<file path="config.mk">
export PLATFORM = sky130hd
export DESIGN_NAME = router_fsm
export DESIGN_NICKNAME = d
export VERILOG_FILES = /design/src/rtl/router_pkg.sv /design/src/rtl/router_fsm.sv
export SDC_FILE = /design/constraint.sdc
export NUM_CORES = 1
export LEC_CHECK = 0
export BUFFER_PORTS_ARGS = -buffer_cell sky130_fd_sc_hd__buf_2
export CAP_MARGIN = 20
export CORE_MARGIN = 5
export CORE_UTILIZATION = 54
export DETAILED_ROUTE_END_ITERATION = 6
export GPL_ROUTABILITY_DRIVEN = 0
export PLACE_DENSITY = 0.91
export SYNTH_ARGS = -nofsm -noshare
export SYNTH_HDL_FRONTEND = slang
export SYNTH_SLANG_ARGS = --single-unit
</file>
<file path="constraint.sdc">
create_clock -name clk -period 2.9 [get_ports clk]
set_clock_uncertainty 0.15 [all_clocks]
set_input_delay 0.58 -clock clk [delete_from_list [all_inputs] [get_ports clk]]
set_output_delay 0.58 -clock clk [all_outputs]
set_load 0.03 [all_outputs]
</file>
<file path="src/rtl/router_pkg.sv">
// Shared types and constants for the 1x3 router packet-control FSM.
package router_pkg;

  localparam int ADDR_W   = 2;
  localparam int NUM_DEST = 3;

  localparam logic [ADDR_W-1:0] ADDR_INVALID = 2'b11;

  // Packet-control states, 3-bit binary; all eight codes are used.
  typedef enum logic [2:0] {
    DECODE_ADDRESS     = 3'd0,
    LOAD_FIRST_DATA    = 3'd1,
    LOAD_DATA          = 3'd2,
    LOAD_PARITY        = 3'd3,
    FIFO_FULL_STATE    = 3'd4,
    LOAD_AFTER_FULL    = 3'd5,
    WAIT_TILL_EMPTY    = 3'd6,
    CHECK_PARITY_ERROR = 3'd7
  } state_t;

  // Bundle of the Moore outputs so they can be decoded and registered together.
  typedef struct packed {
    logic detect_add;
    logic write_enb_reg;
    logic lfd_state;
    logic ld_state;
    logic laf_state;
    logic full_state;
    logic rst_int_reg;
    logic busy;
  } fsm_outs_t;

  // Moore output decode for a given state.
  function automatic fsm_outs_t decode_outputs(input state_t st);
    fsm_outs_t o;
    o = '0;
    case (st)
      DECODE_ADDRESS: begin
        o.detect_add = 1'b1;
      end
      LOAD_FIRST_DATA: begin
        o.lfd_state = 1'b1;
        o.busy      = 1'b1;
      end
      LOAD_DATA: begin
        o.ld_state      = 1'b1;
        o.write_enb_reg = 1'b1;
      end
      LOAD_PARITY: begin
        o.write_enb_reg = 1'b1;
        o.busy          = 1'b1;
      end
      FIFO_FULL_STATE: begin
        o.full_state = 1'b1;
        o.busy       = 1'b1;
      end
      LOAD_AFTER_FULL: begin
        o.laf_state     = 1'b1;
        o.write_enb_reg = 1'b1;
        o.busy          = 1'b1;
      end
      WAIT_TILL_EMPTY: begin
        o.busy = 1'b1;
      end
      CHECK_PARITY_ERROR: begin
        o.rst_int_reg = 1'b1;
        o.busy        = 1'b1;
      end
      default: begin
        o = '0;
      end
    endcase
    return o;
  endfunction

endpackage

</file>
<file path="src/rtl/router_fsm.sv">
// Packet-control FSM of the 1x3 router: header decode, wait-for-empty,
// header/payload/parity load sequencing and FIFO-full stall handling.
module router_fsm
  import router_pkg::*;
(
  input  logic              clk,
  input  logic              resetn,
  input  logic              pkt_valid,
  input  logic [ADDR_W-1:0] data_in,
  input  logic              fifo_full,
  input  logic              fifo_empty0,
  input  logic              fifo_empty1,
  input  logic              fifo_empty2,
  input  logic              soft_reset0,
  input  logic              soft_reset1,
  input  logic              soft_reset2,
  input  logic              parity_done,
  input  logic              low_pkt_valid,
  output logic              detect_add,
  output logic              write_enb_reg,
  output logic              lfd_state,
  output logic              ld_state,
  output logic              laf_state,
  output logic              full_state,
  output logic              rst_int_reg,
  output logic              busy
);

  state_t            state_r;
  state_t            state_next_s;
  logic [ADDR_W-1:0] addr_q;
  logic [ADDR_W-1:0] addr_next_s;
  logic [ADDR_W-1:0] sel_idx_s;
  logic              sel_empty_s;
  logic              sel_sr_s;
  logic              header_ok_s;
  fsm_outs_t         outs_r;

  // A header is acceptable only when valid and not addressed to the invalid code.
  always_comb begin
    header_ok_s = pkt_valid && (data_in != ADDR_INVALID);
  end

  // Empty flag follows the incoming header while decoding, the latched address otherwise.
  always_comb begin
    sel_idx_s   = addr_q;
    sel_empty_s = 1'b0;
    if (state_r == DECODE_ADDRESS) begin
      sel_idx_s = data_in;
    end else begin
      sel_idx_s = addr_q;
    end
    case (sel_idx_s)
      2'd0:    sel_empty_s = fifo_empty0;
      2'd1:    sel_empty_s = fifo_empty1;
      2'd2:    sel_empty_s = fifo_empty2;
      default: sel_empty_s = 1'b0;
    endcase
  end

  // Read-timeout reset of the destination currently being served.
  always_comb begin
    sel_sr_s = 1'b0;
    case (addr_q)
      2'd0:    sel_sr_s = soft_reset0;
      2'd1:    sel_sr_s = soft_reset1;
      2'd2:    sel_sr_s = soft_reset2;
      default: sel_sr_s = 1'b0;
    endcase
  end

  // Destination latch: capture a good header address, otherwise hold.
  always_comb begin
    addr_next_s = addr_q;
    if ((state_r == DECODE_ADDRESS) && header_ok_s) begin
      addr_next_s = data_in;
    end else begin
      addr_next_s = addr_q;
    end
  end

  // Next-state logic; a soft reset outside DECODE_ADDRESS overrides everything.
  always_comb begin
    state_next_s = state_r;
    if ((state_r != DECODE_ADDRESS) && sel_sr_s) begin
      state_next_s = DECODE_ADDRESS;
    end else begin
      case (state_r)
        DECODE_ADDRESS: begin
          if (header_ok_s && sel_empty_s) begin
            state_next_s = LOAD_FIRST_DATA;
          end else if (header_ok_s) begin
            state_next_s = WAIT_TILL_EMPTY;
          end else begin
            state_next_s = DECODE_ADDRESS;
          end
        end
        WAIT_TILL_EMPTY: begin
          if (sel_empty_s) begin
            state_next_s = LOAD_FIRST_DATA;
          end else begin
            state_next_s = WAIT_TILL_EMPTY;
          end
        end
        LOAD_FIRST_DATA: begin
          state_next_s = LOAD_DATA;
        end
        LOAD_DATA: begin
          // Full wins over pkt_valid falling in the same cycle.
          if (fifo_full) begin
            state_next_s = FIFO_FULL_STATE;
          end else if (!pkt_valid) begin
            state_next_s = LOAD_PARITY;
          end else begin
            state_next_s = LOAD_DATA;
          end
        end
        FIFO_FULL_STATE: begin
          if (!fifo_full) begin
            state_next_s = LOAD_AFTER_FULL;
          end else begin
            state_next_s = FIFO_FULL_STATE;
          end
        end
        LOAD_AFTER_FULL: begin
          if (parity_done) begin
            state_next_s = DECODE_ADDRESS;
          end else if (low_pkt_valid) begin
            state_next_s = LOAD_PARITY;
          end else begin
            state_next_s = LOAD_DATA;
          end
        end
        LOAD_PARITY: begin
          state_next_s = CHECK_PARITY_ERROR;
        end
        CHECK_PARITY_ERROR: begin
          if (fifo_full) begin
            state_next_s = FIFO_FULL_STATE;
          end else begin
            state_next_s = DECODE_ADDRESS;
          end
        end
        default: begin
          state_next_s = DECODE_ADDRESS;
        end
      endcase
    end
  end

  // State, address and output registers; outputs are pre-decoded from the
  // next state so they always reflect the current state with no comb path.
  always_ff @(posedge clk) begin
    if (!resetn) begin
      state_r <= DECODE_ADDRESS;
      addr_q  <= '0;
      outs_r  <= decode_outputs(DECODE_ADDRESS);
    end else begin
      state_r <= state_next_s;
      addr_q  <= addr_next_s;
      outs_r  <= decode_outputs(state_next_s);
    end
  end

  assign detect_add    = outs_r.detect_add;
  assign write_enb_reg = outs_r.write_enb_reg;
  assign lfd_state     = outs_r.lfd_state;
  assign ld_state      = outs_r.ld_state;
  assign laf_state     = outs_r.laf_state;
  assign full_state    = outs_r.full_state;
  assign rst_int_reg   = outs_r.rst_int_reg;
  assign busy          = outs_r.busy;

endmodule
</file>
# Yosys cells after proc, flatten, opt, wreduce, memory -nomap -nowiden
# Cells that the tools add are included.
[op_classes]
reduce_logical = 11
mux = 22
eq_ne = 19
[op_table]
columns = ["cell", "n"]
rows = [
  ["3-bit equality test (second input constant)", 8],
  ["3-bit case mux with 8 select lines", 1],
  ["3-bit 2-to-1 mux", 6],
  ["3-bit by 2-bit equality test with 1-bit output (second input constant)", 4],
  ["1-bit 2-to-1 mux", 11],
  ["3-bit by 1-bit equality test with 1-bit output (second input constant)", 2],
  ["3-bit zero test", 2],
  ["1-bit case mux with 3 select lines", 2],
  ["6-bit OR reduction", 1],
  ["2-bit by 1-bit equality test with 1-bit output (second input constant)", 2],
  ["2-bit equality test (second input constant)", 2],
  ["1-bit logical AND", 4],
  ["2-bit zero test", 2],
  ["2-bit 2-to-1 mux", 2],
  ["3-bit nonzero test", 1],
  ["3-bit OR reduction", 1],
  ["2-bit inequality test (second input constant)", 1],
]
[totals]
register_bits = 13
inputBits = 14
out_inout_bits = 8
word_cells = 62

# Longest topological paths before layout
# Gate-level depths: netlist (run 1).
[depth]
ltp_word = 11
ltp_mapped = 6
ltp_nobuf = 5

# Worst setup path after synthesis (run 1)
# Ideal clock, no wire load.
[synth_timing]
kind = "input-to-reg"
start = "input data_in[0]"
end = "register outs_r (netlist bit detect_add)"
path_buffers = 0
cell_stages = 5
setup_slack_ns = 0.847
t_arrival_ns = 1.787
cell_sequence = "or4b_4 -> a21bo_1 -> a211oi_4 -> o211ai_2 -> a21boi_1"
[synth_between]
elab_chain_len = 9
word_cells_on_any_way = 15
classes_between = "3 x eq/ne; 8 x mux; 4 x reduce/logical"
[synth_rtl]
columns = ["element", "line_no", "source"]
rows = [
  ["from (decl)", "router_fsm.sv:9", "input logic [ADDR_W-1:0] data_in,"],
  ["2-bit 2-to-1 mux", "router_fsm.sv:48", "if (state_r == DECODE_ADDRESS) begin"],
  ["2-bit equality test, or another cell as far along", "router_fsm.sv:53", "case (sel_idx_s)"],
  ["1-bit case mux with 3 select lines", "router_fsm.sv:53", ""],
  ["1-bit logical AND", "router_fsm.sv:90", "if (header_ok_s && sel_empty_s) begin"],
  ["3-bit 2-to-1 mux", "router_fsm.sv:90", ""],
  ["3-bit case mux with 8 select lines *", "router_fsm.sv:88", "case (state_r)"],
  ["3-bit 2-to-1 mux *", "router_fsm.sv:85", "if ((state_r != DECODE_ADDRESS) && sel_sr_s) begin"],
  ["3-bit zero test *", "router_pkg.sv:37", "case (st)"],
  ["1-bit 2-to-1 mux *", "router_pkg.sv:37", ""],
  ["to (signal assigned)", "router_fsm.sv:157", "outs_r <= decode_outputs(DECODE_ADDRESS);"],
  ["to (signal assigned)", "router_fsm.sv:161", "outs_r <= decode_outputs(state_next_s);"],
  ["to (decl)", "router_fsm.sv:37", "fsm_outs_t outs_r;"],
]
# Mark *: on every way between the ends. The rest lies on a longest branch, timed or not.
# A chain may end at the register's enable or synchronous reset.

# Worst setup path after layout (run 1)
[layout_timing]
start = "register state_r[0]"
end = "register outs_r (netlist bit write_enb_reg)"
[layout_between]
elab_chain_len = 11
word_cells_on_any_way = 25
classes_between = "12 x eq/ne; 7 x mux; 6 x reduce/logical"
[layout_rtl]
columns = ["element", "line_no", "source"]
rows = [
  ["from (decl)", "router_fsm.sv:29", "state_t state_r;"],
  ["from (signal assigned)", "router_fsm.sv:159", "state_r <= state_next_s;"],
  ["3-bit zero test", "router_fsm.sv:48, router_fsm.sv:88", ""],
  ["2-bit 2-to-1 mux", "router_fsm.sv:48", ""],
  ["2-bit equality test, or another cell as far along", "router_fsm.sv:53", ""],
  ["1-bit case mux with 3 select lines", "router_fsm.sv:53", ""],
  ["1-bit logical AND", "router_fsm.sv:90", ""],
  ["3-bit 2-to-1 mux", "router_fsm.sv:90", ""],
  ["3-bit case mux with 8 select lines", "router_fsm.sv:88", ""],
  ["3-bit 2-to-1 mux *", "router_fsm.sv:85", ""],
  ["3-bit equality test / 3-bit by 2-bit equality test with 1-bit output (equally long branches)", "router_pkg.sv:37", ""],
  ["3-bit OR reduction (no source line) *", "--", ""],
  ["1-bit 2-to-1 mux *", "router_pkg.sv:37", ""],
]
# Marked as above.

==> results of run 1 <==
==> per-stage QoR <==
stage               area (µm²)  total power, mW  instances  util [%]
floorplan                  820            0.693         92         -
global placement           927            0.777        126      63.0
detailed placement         927            0.797        126      63.0
CTS                        953            0.905        130      64.8
global route               953            0.972        130      64.8
finish                     953            0.903        130      64.8
==> final cells by class <==
class | count | area [µm²]
inverters | 5 | 18.8
well taps | 16 | 20.0
clock buffers | 4 | 26.3
multi-input cells | 71 | 523
fillers | 128 | 518
flip-flops and latches | 13 | 260
repair buffers | 21 | 105
==> synth_stat cells, drive strengths merged <==
cell	count	area, µm²
dfxtp	13	260
nand2	6	22.5
nor2	6	22.5
a211oi	5	50.1
a21oi	5	25.0
inv	5	18.8
o21ai	5	25.0
nand3b	4	30.0
a21bo	3	30.0
a21boi	3	22.5
a221oi	3	32.5
buf	3	17.5
mux2i	3	30.0
nand3	3	15.0
nor2b	3	18.8
a21o	2	15.0
nand2b	2	12.5
nor3b	2	20.0
o211ai	2	25.0
a2111oi	1	8.76
a221o	1	10.0
a2bb2oi	1	8.76
a311o	1	10.0
a31oi	1	6.26
and3	1	6.26
mux2	1	11.3
nor3	1	10.0
nor4bb	1	10.0
o221a	1	11.3
o31ai	1	7.51
or2	1	6.26
or3	1	6.26
or4b	1	13.8
==> how the worst max path moves through the flow <==
| stage | from | endpoint | slack (ns) |
|---|---|---|---|
| after global placement | data_in[0] | detect_add$_SDFF_PN1_ | 0.65 |
| after detailed placement | data_in[0] | detect_add$_SDFF_PN1_ | 0.60 |
| after global routing | state_r[0]$_SDFF_PN0_ | ld_state$_SDFF_PN0_ | 0.66 |
| after floorplan | data_in[0] | detect_add$_SDFF_PN1_ | 0.85 |
| final | state_r[0]$_SDFF_PN0_ | write_enb_reg$_SDFF_PN0_ | 0.77 |
| after CTS | state_r[0]$_SDFF_PN0_ | write_enb_reg$_SDFF_PN0_ | 0.79 |
==> worst max-delay path: cells and delay by family (launching register included) <==
| kind | cells | cell delay (ns) |
|---|---|---|
| compound gates | 4 | 0.87 |
| flops | 1 | 0.45 |
| simple gates | 1 | 0.58 |
==> layer usage <==
| metal | vias to the layer above | GRT usage (%) | wire length [µm] |
|---|---|---|---|
| li1 | 395 | - | - |
| met1 | 380 | 16.5 | 812 |
| met2 | 25 | 29.8 | 1020 |
| met3 | 0 | 6.73 | 103 |
| met4 | 0 | 4.48 | 0 |
| met5 | - | 0 | 0 |
==> kinds of logic (layout without fill, tap and decap cells) <==
kind of cell | after synthesis | after routing | synth area share, %
compound gates | 35 | 35 | 35.1
flops | 13 | 13 | 31.8
mux | 4 | 4 | 5.04
simple gates | 32 | 32 | 23.7
buf+inv | 8 | 30 | 4.43
==> where the power goes <==
| part | internal (mW) | switching, mW | total (mW) |
|---|---|---|---|
| combinational | 0.202 | 0.308 | 0.510 |
| clock | 0.0532 | 0.0512 | 0.104 |
| sequential | 0.225 | 0.0639 | 0.289 |
| total | 0.480 | 0.423 | 0.903 |
==> flow_summary.yaml, run 1 <==
status:
  status: "finished clean"
logic_synthesis:
  postSynthAreaPerCell_um2: 8.91
  ys_seq_area_share_pct: 31.8
  yosysWarnings: 0
  syn_area_um2: 820
  synth_seq_cells: 13
  synth_nets: 106
  syn_inst: 92
  synth_cell_types: 39
worst_setup_path:
  endpoint_kind: "flip-flop"
  worst_setup_path_start_kind: "flip-flop"
  worst-endpoint-required_ns: 2.94
  cp_max_fo: 14
  path_cells: "or4b_4 -> a21bo_1 -> a211oi_4 -> o211ai_2 -> a221oi_2"
  r2r_start: "state_r[0]$_SDFF_PN0_"
  cp_data_arrival_time_ns: 2.16
  reg2reg_depth: 5
  cp_slowest_cell: "or4b_4"
  r2r_setup_slack_ns: 0.77
  cp_slowest_stage_delay_ns: 0.58
  worst_r2r_endpoint: "write_enb_reg$_SDFF_PN0_"
  critPathKind: "flip-flop to flip-flop"
floorplan:
  floorplan.die_area_um2: 2400
  ios: 22
  dieHeight_um: 49.0
  fp-row-count: 14
  coreArea_um2: 1470
  die_w_um: 49.0
  initial_utilization_pct: 55.7
final_layout:
  final_common_cell: "buf_2"
  regMostFlops: "state_r"
  mostFrequentLayoutCells: "21 x buf_2, 13 x dfxtp_1, 6 x nand2_1, 6 x nor2_1"
  areaGrowthSynthToFinish_pct: 16.3
  top_regs: "state_r: 3 flops, addr_q: 2 flops"
  insertedDiodeCount: 0
  fin_nets: 129
  drive_gt1_share_pct: 30.7
  largest_reg_flops: 3
cts:
  htree_num_levels: 1
  cts-hold-fix-buffers: 0
  path_clk_slew_ns: 0.07
  clk_path_buf_depth: 2
  clkLatencyLatePin_ns: 0.27
  cts_tree: "done"
  cts-root-buf: "clkbuf_4"
  cts_inserted_buffers: 3
  cts_resized: 0
  post_cts_buffers: 0
  clock_sinks: 13
timing:
  rsz0062_at_grt: "false"
  slew_violations: 0
  hold_ws_ns: 0.467
  finalSetupTns_ns: 0
  finalHoldViolCount: 0
  tightestPinTransition_ns: 0.467
  fin_crit_sh_pct: 73.3
  fin_ws_ns: 0.774
  slew_headroom_pct: 68.8
  setup_viol: 0
  fmax_mhz: 470
  finalCriticalPeriod_ns: 2.13
placement:
  hpwl_mm: 1.49
  pre_cts_slack_ns: 0.599
  io_buffers: 21
hold_path:
  min_delay_worst_endpoint: "addr_q[1]$_SDFFE_PN0P_"
  min_path_cells: 2
  hold_class: "flip-flop to flip-flop"
  min_from: "addr_q[1]$_SDFFE_PN0P_"
route:
  ant_nets: 0
  drt_iter0_markers: 14
  drc_errors: 0
  vias: 800
  via_per_inst: 6.15
  wl_mm: 1.94
  detail_route.wl_per_cell_um: 14.9
  firstDrtPassIters: 4
global_route:
  gr-total-overflow: 0
  grt_usage_pct: 16.2
  antenna_found_initial: 0
  grt_pass1_wl_mm: 3.18
  grt_pass1_vias: 764
  grt_max_degree: 15
pwr:
  p_per_area_nw_per_um2: 947
  vdd_drop_max_v: 0.000531
  p_leak_nw: 0.416
job:
  cap_violations: 0
Power figures use the tool's default switching activity.
==> run 2, diff against run 1 <==
CORE_UTILIZATION = 50   (was 54)
PLACE_DENSITY = 0.85   (was 0.91)
clock period = 2 ns   (was 2.9 ns; I/O delays follow)
==> run 2 against run 1 <==
Effect of this change: the flow now finishes with violations (setup timing); setup slack worse by 0.80 ns; critical path depth unchanged; cell count grew 6.9%; count of clock-buffer cells in the layout did not move; non-clock buffer count rose by 9; final area is 12% higher; first-iteration DRC count rose to 2.5 times the previous value; core utilization up 5.2 points; sequential share of layout area fell by 2.5 points; sequential cell count unchanged; critical endpoint is now detect_add$_SDFF_PN1_.
==> flow_summary.yaml, run 2 (synthesis results as in run 1) <==
cts:
  cts_inserted_buffers: 3
  cts-root-buf: "clkbuf_4"
  clk_path_buf_depth: 2
  clkLatencyLatePin_ns: 0.27
  clock_sinks: 13
  path_clk_slew_ns: 0.08
  cts_tree: "done"
  htree_num_levels: 1
hold_path:
  min_path_cells: 2
  min_from: "resetn"
  min_delay_worst_endpoint: "addr_q[0]$_SDFFE_PN0P_"
  hold_class: "input pin to flip-flop"
status:
  violations: "setup timing"
  status: "finished with violations"
worst_setup_path:
  path_cells: "or4b_4 -> a21bo_4 -> a211oi_4 -> o211ai_4 -> a21boi_2"
  cp_max_fo: 6
  worst_r2r_endpoint: "detect_add$_SDFF_PN1_"
  r2r_setup_slack_ns: -0.02
  reg2reg_depth: 5
  critPathKind: "flip-flop to flip-flop"
  cp_slowest_stage_delay_ns: 0.55
  worst-endpoint-required_ns: 2.01
  r2r_start: "state_r[1]$_SDFF_PN0_"
  worst_setup_path_start_kind: "flip-flop"
  crit_cells: 5
  endpoint_kind: "flip-flop"
  path_delay_family: "compound AO/OA/AOI/OAI gates"
  cp_data_arrival_time_ns: 2.03
  cp_slowest_cell: "or4b_4"
  crit_buf_inv: 0
timing:
  fmax_mhz: 494
  setup_viol: 2
  fin_crit_sh_pct: 101
  slew_headroom_pct: 66.7
  slew_violations: 0
  finalHoldViolCount: 0
  fin_ws_ns: -0.0234
  tightestPinTransition_ns: 0.495
  rsz0062_at_grt: "true"
  finalCriticalPeriod_ns: 2.02
  finalSetupTns_ns: -0.0253
final_layout:
  largest_reg_flops: 3
  final_common_cell: "buf_2"
  drive_gt1_share_pct: 43.1
  regMostFlops: "state_r"
  fin_nets: 138
  top_regs: "state_r: 3 flops, addr_q: 2 flops"
  mostFrequentLayoutCells: "21 x buf_2, 10 x dfxtp_1, 9 x buf_4, 6 x nand2_1, 6 x nor2_1"
  num-fill-cells: 127
  areaGrowthSynthToFinish_pct: 30.1
  insertedDiodeCount: 0
  finalNonFillerCells: 139
  fin_util_pct: 70.0
route:
  via_per_inst: 6.32
  wl_met2_mm: 1.13
  met3_length_um: 147
  firstDrtPassIters: 5
  wl_mm: 2.22
  drc_errors: 0
  ant_nets: 0
  detail_route.wl_per_cell_um: 15.9
  vias: 879
  topRoutingLayerUsed: "met4"
  met1Wirelength_um: 886
  drt_iter0_markers: 35
floorplan:
  dieHeight_um: 50.5
  initial_utilization_pct: 53.8
  floorplan.die_area_um2: 2550
  coreArea_um2: 1520
  fp-row-count: 14
  die_w_um: 50.5
  ios: 22
job:
  cap_violations: 0
pwr:
  p_per_area_nw_per_um2: 1410
  vdd_drop_max_v: 0.000686
  p_leak_nw: 0.463
  fin_total_pwr_mw: 1.50
global_route:
  grt_pass1_wl_mm: 3.42
  antenna_found_initial: 0
  grt_pass1_vias: 869
  gr-total-overflow: 0
  grt_max_degree: 10
  grt_usage_pct: 16.6
placement:
  io_buffers: 21
  pre_cts_slack_ns: -0.0565
  hpwl_mm: 1.68
  post-place-cells: 132
run 2: how the worst max path moves through the flow:
stage	startpoint	endpoint	slack, ns
floorplan	data_in[0]	detect_add$_SDFF_PN1_	0.13
global placement	data_in[0]	detect_add$_SDFF_PN1_	-0.02
detailed placement	data_in[0]	rst_int_reg$_SDFF_PN0_	-0.06
CTS	state_r[1]$_SDFF_PN0_	detect_add$_SDFF_PN1_	-0.02
global route	state_r[1]$_SDFF_PN0_	detect_add$_SDFF_PN1_	-0.08
finish	state_r[1]$_SDFF_PN0_	detect_add$_SDFF_PN1_	-0.02
run 2: timing repair:
action / in CTS / in global routing
pin swaps: 3 / 7
setup buffers: 0 / 3
hold buffers: 0 / 0
endpoints found under the setup margin: 3 / 10
gates resized for setup: 3 / 8
run 2: final cells by class:
type | count | area (µm²) | area share (%)
sequential | 13 | 264 | 24.8
multi-input combinational | 71 | 564 | 52.9
tap | 16 | 20.0 | 1.88
inverter | 5 | 18.8 | 1.76
timing repair buffer | 30 | 173 | 16.2
clock buffer | 4 | 26.3 | 2.46
run 2: metal layers:
layer  up-vias  GRT usage [%]
met1       413           17.2
met2        45           30.6
met5         -              0
met3         8           5.33
li1        413              -
met4         0           5.96
run 2: power breakdown:
part	leakage [nW]	switching, mW	internal, mW
Sequential	0.107	0.0590	0.332
Clock	0.0150	0.0779	0.0772
Combinational	0.341	0.555	0.398
run 2: per-stage QoR:
step                area (µm²)  hold slack, ns
global placement           972           0.450
global route              1070           0.286
finish                    1070           0.284
detailed placement         972           0.454
CTS                       1010           0.269
floorplan                  820           0.397
==> run 3, diff against run 2 <==
ABC_AREA = 1   (was unset)
CELL_PAD_IN_SITES_DETAIL_PLACEMENT = 1   (was unset)
CELL_PAD_IN_SITES_GLOBAL_PLACEMENT = 1   (was unset)
CORE_UTILIZATION = 33   (was 50)
PLACE_DENSITY = 0.84   (was 0.85)
clock period = 1.9 ns   (was 2 ns; I/O delays follow)
==> run 3 against run 2 <==
Effect of this change: the run now ends clean; die area increased by 27%; synthesized area fell by 11%; clock power up 12%; first-iteration DRC count shrank 89%; sequential share of layout area rose by 4.2 points; fmax increased by 19%; final area shrank 14%; routed wire length fell by 14%.
==> flow_summary.yaml, run 3 <==
status:
  status: "finished clean"
hold_path:
  hold_class: "input pin to flip-flop"
floorplan:
  die_w_um: 56.9
  floorplan.die_area_um2: 3240
  initial_utilization_pct: 33.8
  coreArea_um2: 2150
  dieHeight_um: 56.9
  fp-row-count: 17
  ios: 22
worst_setup_path:
  worst_r2r_endpoint: "write_enb_reg$_SDFF_PN0_"
  crit_end: "write_enb_reg$_SDFF_PN0_"
  worst_setup_path_start_kind: "flip-flop"
  r2r_start: "state_r[0]$_SDFF_PN0_"
  critPathKind: "flip-flop to flip-flop"
  reg2reg_depth: 10
  cp_max_fo: 8
  cp_data_arrival_time_ns: 1.72
  endpoint_kind: "flip-flop"
  r2r_setup_slack_ns: 0.20
  worst-endpoint-required_ns: 1.92
  crit_path_start: "state_r[0]$_SDFF_PN0_"
timing:
  fmax_mhz: 587
  slew_violations: 0
  setup_viol: 0
  finalHoldViolCount: 0
  fin_crit_sh_pct: 89.7
  slew_headroom_pct: 80.5
  rsz0062_at_grt: "false"
  tightestPinTransition_ns: 0.290
  finalCriticalPeriod_ns: 1.70
  finalSetupTns_ns: 0
  fin_ws_ns: 0.196
logic_synthesis:
  synth-main-ff-cell: "dfxtp_1"
  ys_seq_area_share_pct: 35.9
  ys_top_cells_by_count: "22 x nand2_1, 18 x inv_1, 15 x nand3_1, 13 x dfxtp_1, 11 x nor2_1"
  yosys.area.top_type: "dfxtp_1"
  synth.most_common_cell: "nand2_1"
  synth_nets: 121
  postSynthAreaPerCell_um2: 6.78
  yosysWarnings: 0
  netlist.area_leader.share_pct: 35.9
  synth_cell_types: 17
  syn_inst: 107
  synth_seq_cells: 13
  async_flop_share_pct: 0
  syn_area_um2: 726
  synthTopCellsByArea: "dfxtp_1 36%, nand2_1 11%, nand3_1 10%"
  synth_edf_count: 0
final_layout:
  fin_nets: 148
  insertedDiodeCount: 0
  top_regs: "state_r: 3 flops, addr_q: 2 flops"
  mostFrequentLayoutCells: "21 x nand2_1, 21 x buf_2, 18 x inv_1, 15 x nand3_1"
  areaGrowthSynthToFinish_pct: 25.7
  drive_gt1_share_pct: 34.6
  regMostFlops: "state_r"
  largest_reg_flops: 3
  stdcell_area_um2: 912
route:
  wl_mm: 1.91
  vias: 760
  ant_nets: 0
  firstDrtPassIters: 2
  via_per_inst: 4.72
  drt_iter0_markers: 4
  drc_errors: 0
  detail_route.wl_per_cell_um: 11.8
pwr:
  fin_total_pwr_mw: 1.78
  vdd_drop_max_v: 0.000842
  p_per_area_nw_per_um2: 1950
  p_leak_nw: 0.495
global_route:
  antenna_found_initial: 0
  grt_usage_pct: 12.6
  grt_pass1_vias: 783
  gr-total-overflow: 0
  grt_max_degree: 9
  grt_pass1_wl_mm: 3.29
placement:
  dpl-instance-area_um2: 866
  io_buffers: 21
  hpwl_mm: 1.54
  pre_cts_slack_ns: 0.163
job:
  cap_violations: 0
cts:
  cts_tree: "done"
  clk_path_buf_depth: 2
  clkLatencyLatePin_ns: 0.28
  path_clk_slew_ns: 0.08
  cts_inserted_buffers: 3
  cts-root-buf: "clkbuf_4"
  htree_num_levels: 1
  clock_sinks: 13
[run 3: cell count changes after synthesis, sizes merged, moves of 4 or more]
cell / delta
inv: +15
nand3: +16
nor2: +9
nand3b: -4
a211oi: -4
nand2: +21
[run 3: layout make-up]
class / instances / area (µm²)
Fill cell: 298 / 1240
Multi-Input combinational cell: 74 / 399
Sequential cell: 13 / 264
Timing Repair Buffer: 22 / 113
Inverter: 20 / 75.1
Tap cell: 28 / 35.0
Clock buffer: 4 / 26.3
[run 3: cells by family after synthesis]
family / synth area share [%]
simple gates: 45.2
buf+inv: 10.3
flops: 35.9
compound gates: 8.62
[run 3: where the power goes]
part | internal, mW | switching (mW) | leakage [nW] | total, mW
Sequential | 0.377 | 0.0676 | 0.108 | 0.445
Clock | 0.0815 | 0.0914 | 0.0150 | 0.173
Combinational | 0.361 | 0.799 | 0.372 | 1.16
Total | 0.820 | 0.958 | 0.495 | 1.78
[run 3: worst min path at each step]
| stage | cells past startpoint | startpoint | endpoint | slack, ns |
|---|---|---|---|---|
| final | 2 | resetn | detect_add$_SDFF_PN1_ | 0.17 |
| after global routing | 2 | resetn | detect_add$_SDFF_PN1_ | 0.17 |
| after CTS | 2 | resetn | detect_add$_SDFF_PN1_ | 0.17 |
| after detailed placement | 2 | addr_q[1]$_SDFFE_PN0P_ | addr_q[1]$_SDFFE_PN0P_ | 0.43 |
| after global placement | 2 | addr_q[1]$_SDFFE_PN0P_ | addr_q[1]$_SDFFE_PN0P_ | 0.42 |
| after floorplan | 1 | resetn | detect_add$_SDFF_PN1_ | 0.30 |
[run 3: metrics by stage]
| stage | hold slack, ns | instances | utilization (%) |
|---|---|---|---|
| floorplan | 0.299 | 107 | - |
| global placement | 0.418 | 156 | 40.3 |
| detailed placement | 0.429 | 156 | 40.3 |
| CTS | 0.172 | 160 | 41.5 |
| global route | 0.167 | 161 | 42.5 |
| finish | 0.173 | 161 | 42.5 |
[run 3: metal layers]
layer  track usage [%]  routed length [µm]
met5                 0                   0
met4              3.97                   8
met3              2.30                  54
met2              22.8                 998
met1              14.6                 845
[run 3: critical path, stage by stage (launching register included)]
cell and delay (ns):
dfxtp_2 0.35, nor2_4 0.17, nand2_4 0.11, nand2_1 0.08
nand3_1 0.08, nand3_2 0.09, nand3_1 0.11, nand2_1 0.13
nand3_2 0.14, nand3_1 0.14, nand2_1 0.05
[run 3: timing repair]
item | CTS | global route
hold endpoints to repair | 0 | 0
setup buffers | 0 | 1
gates resized for setup | 0 | 6
endpoints found under the setup margin | 0 | 7
hold buffers | 0 | 0
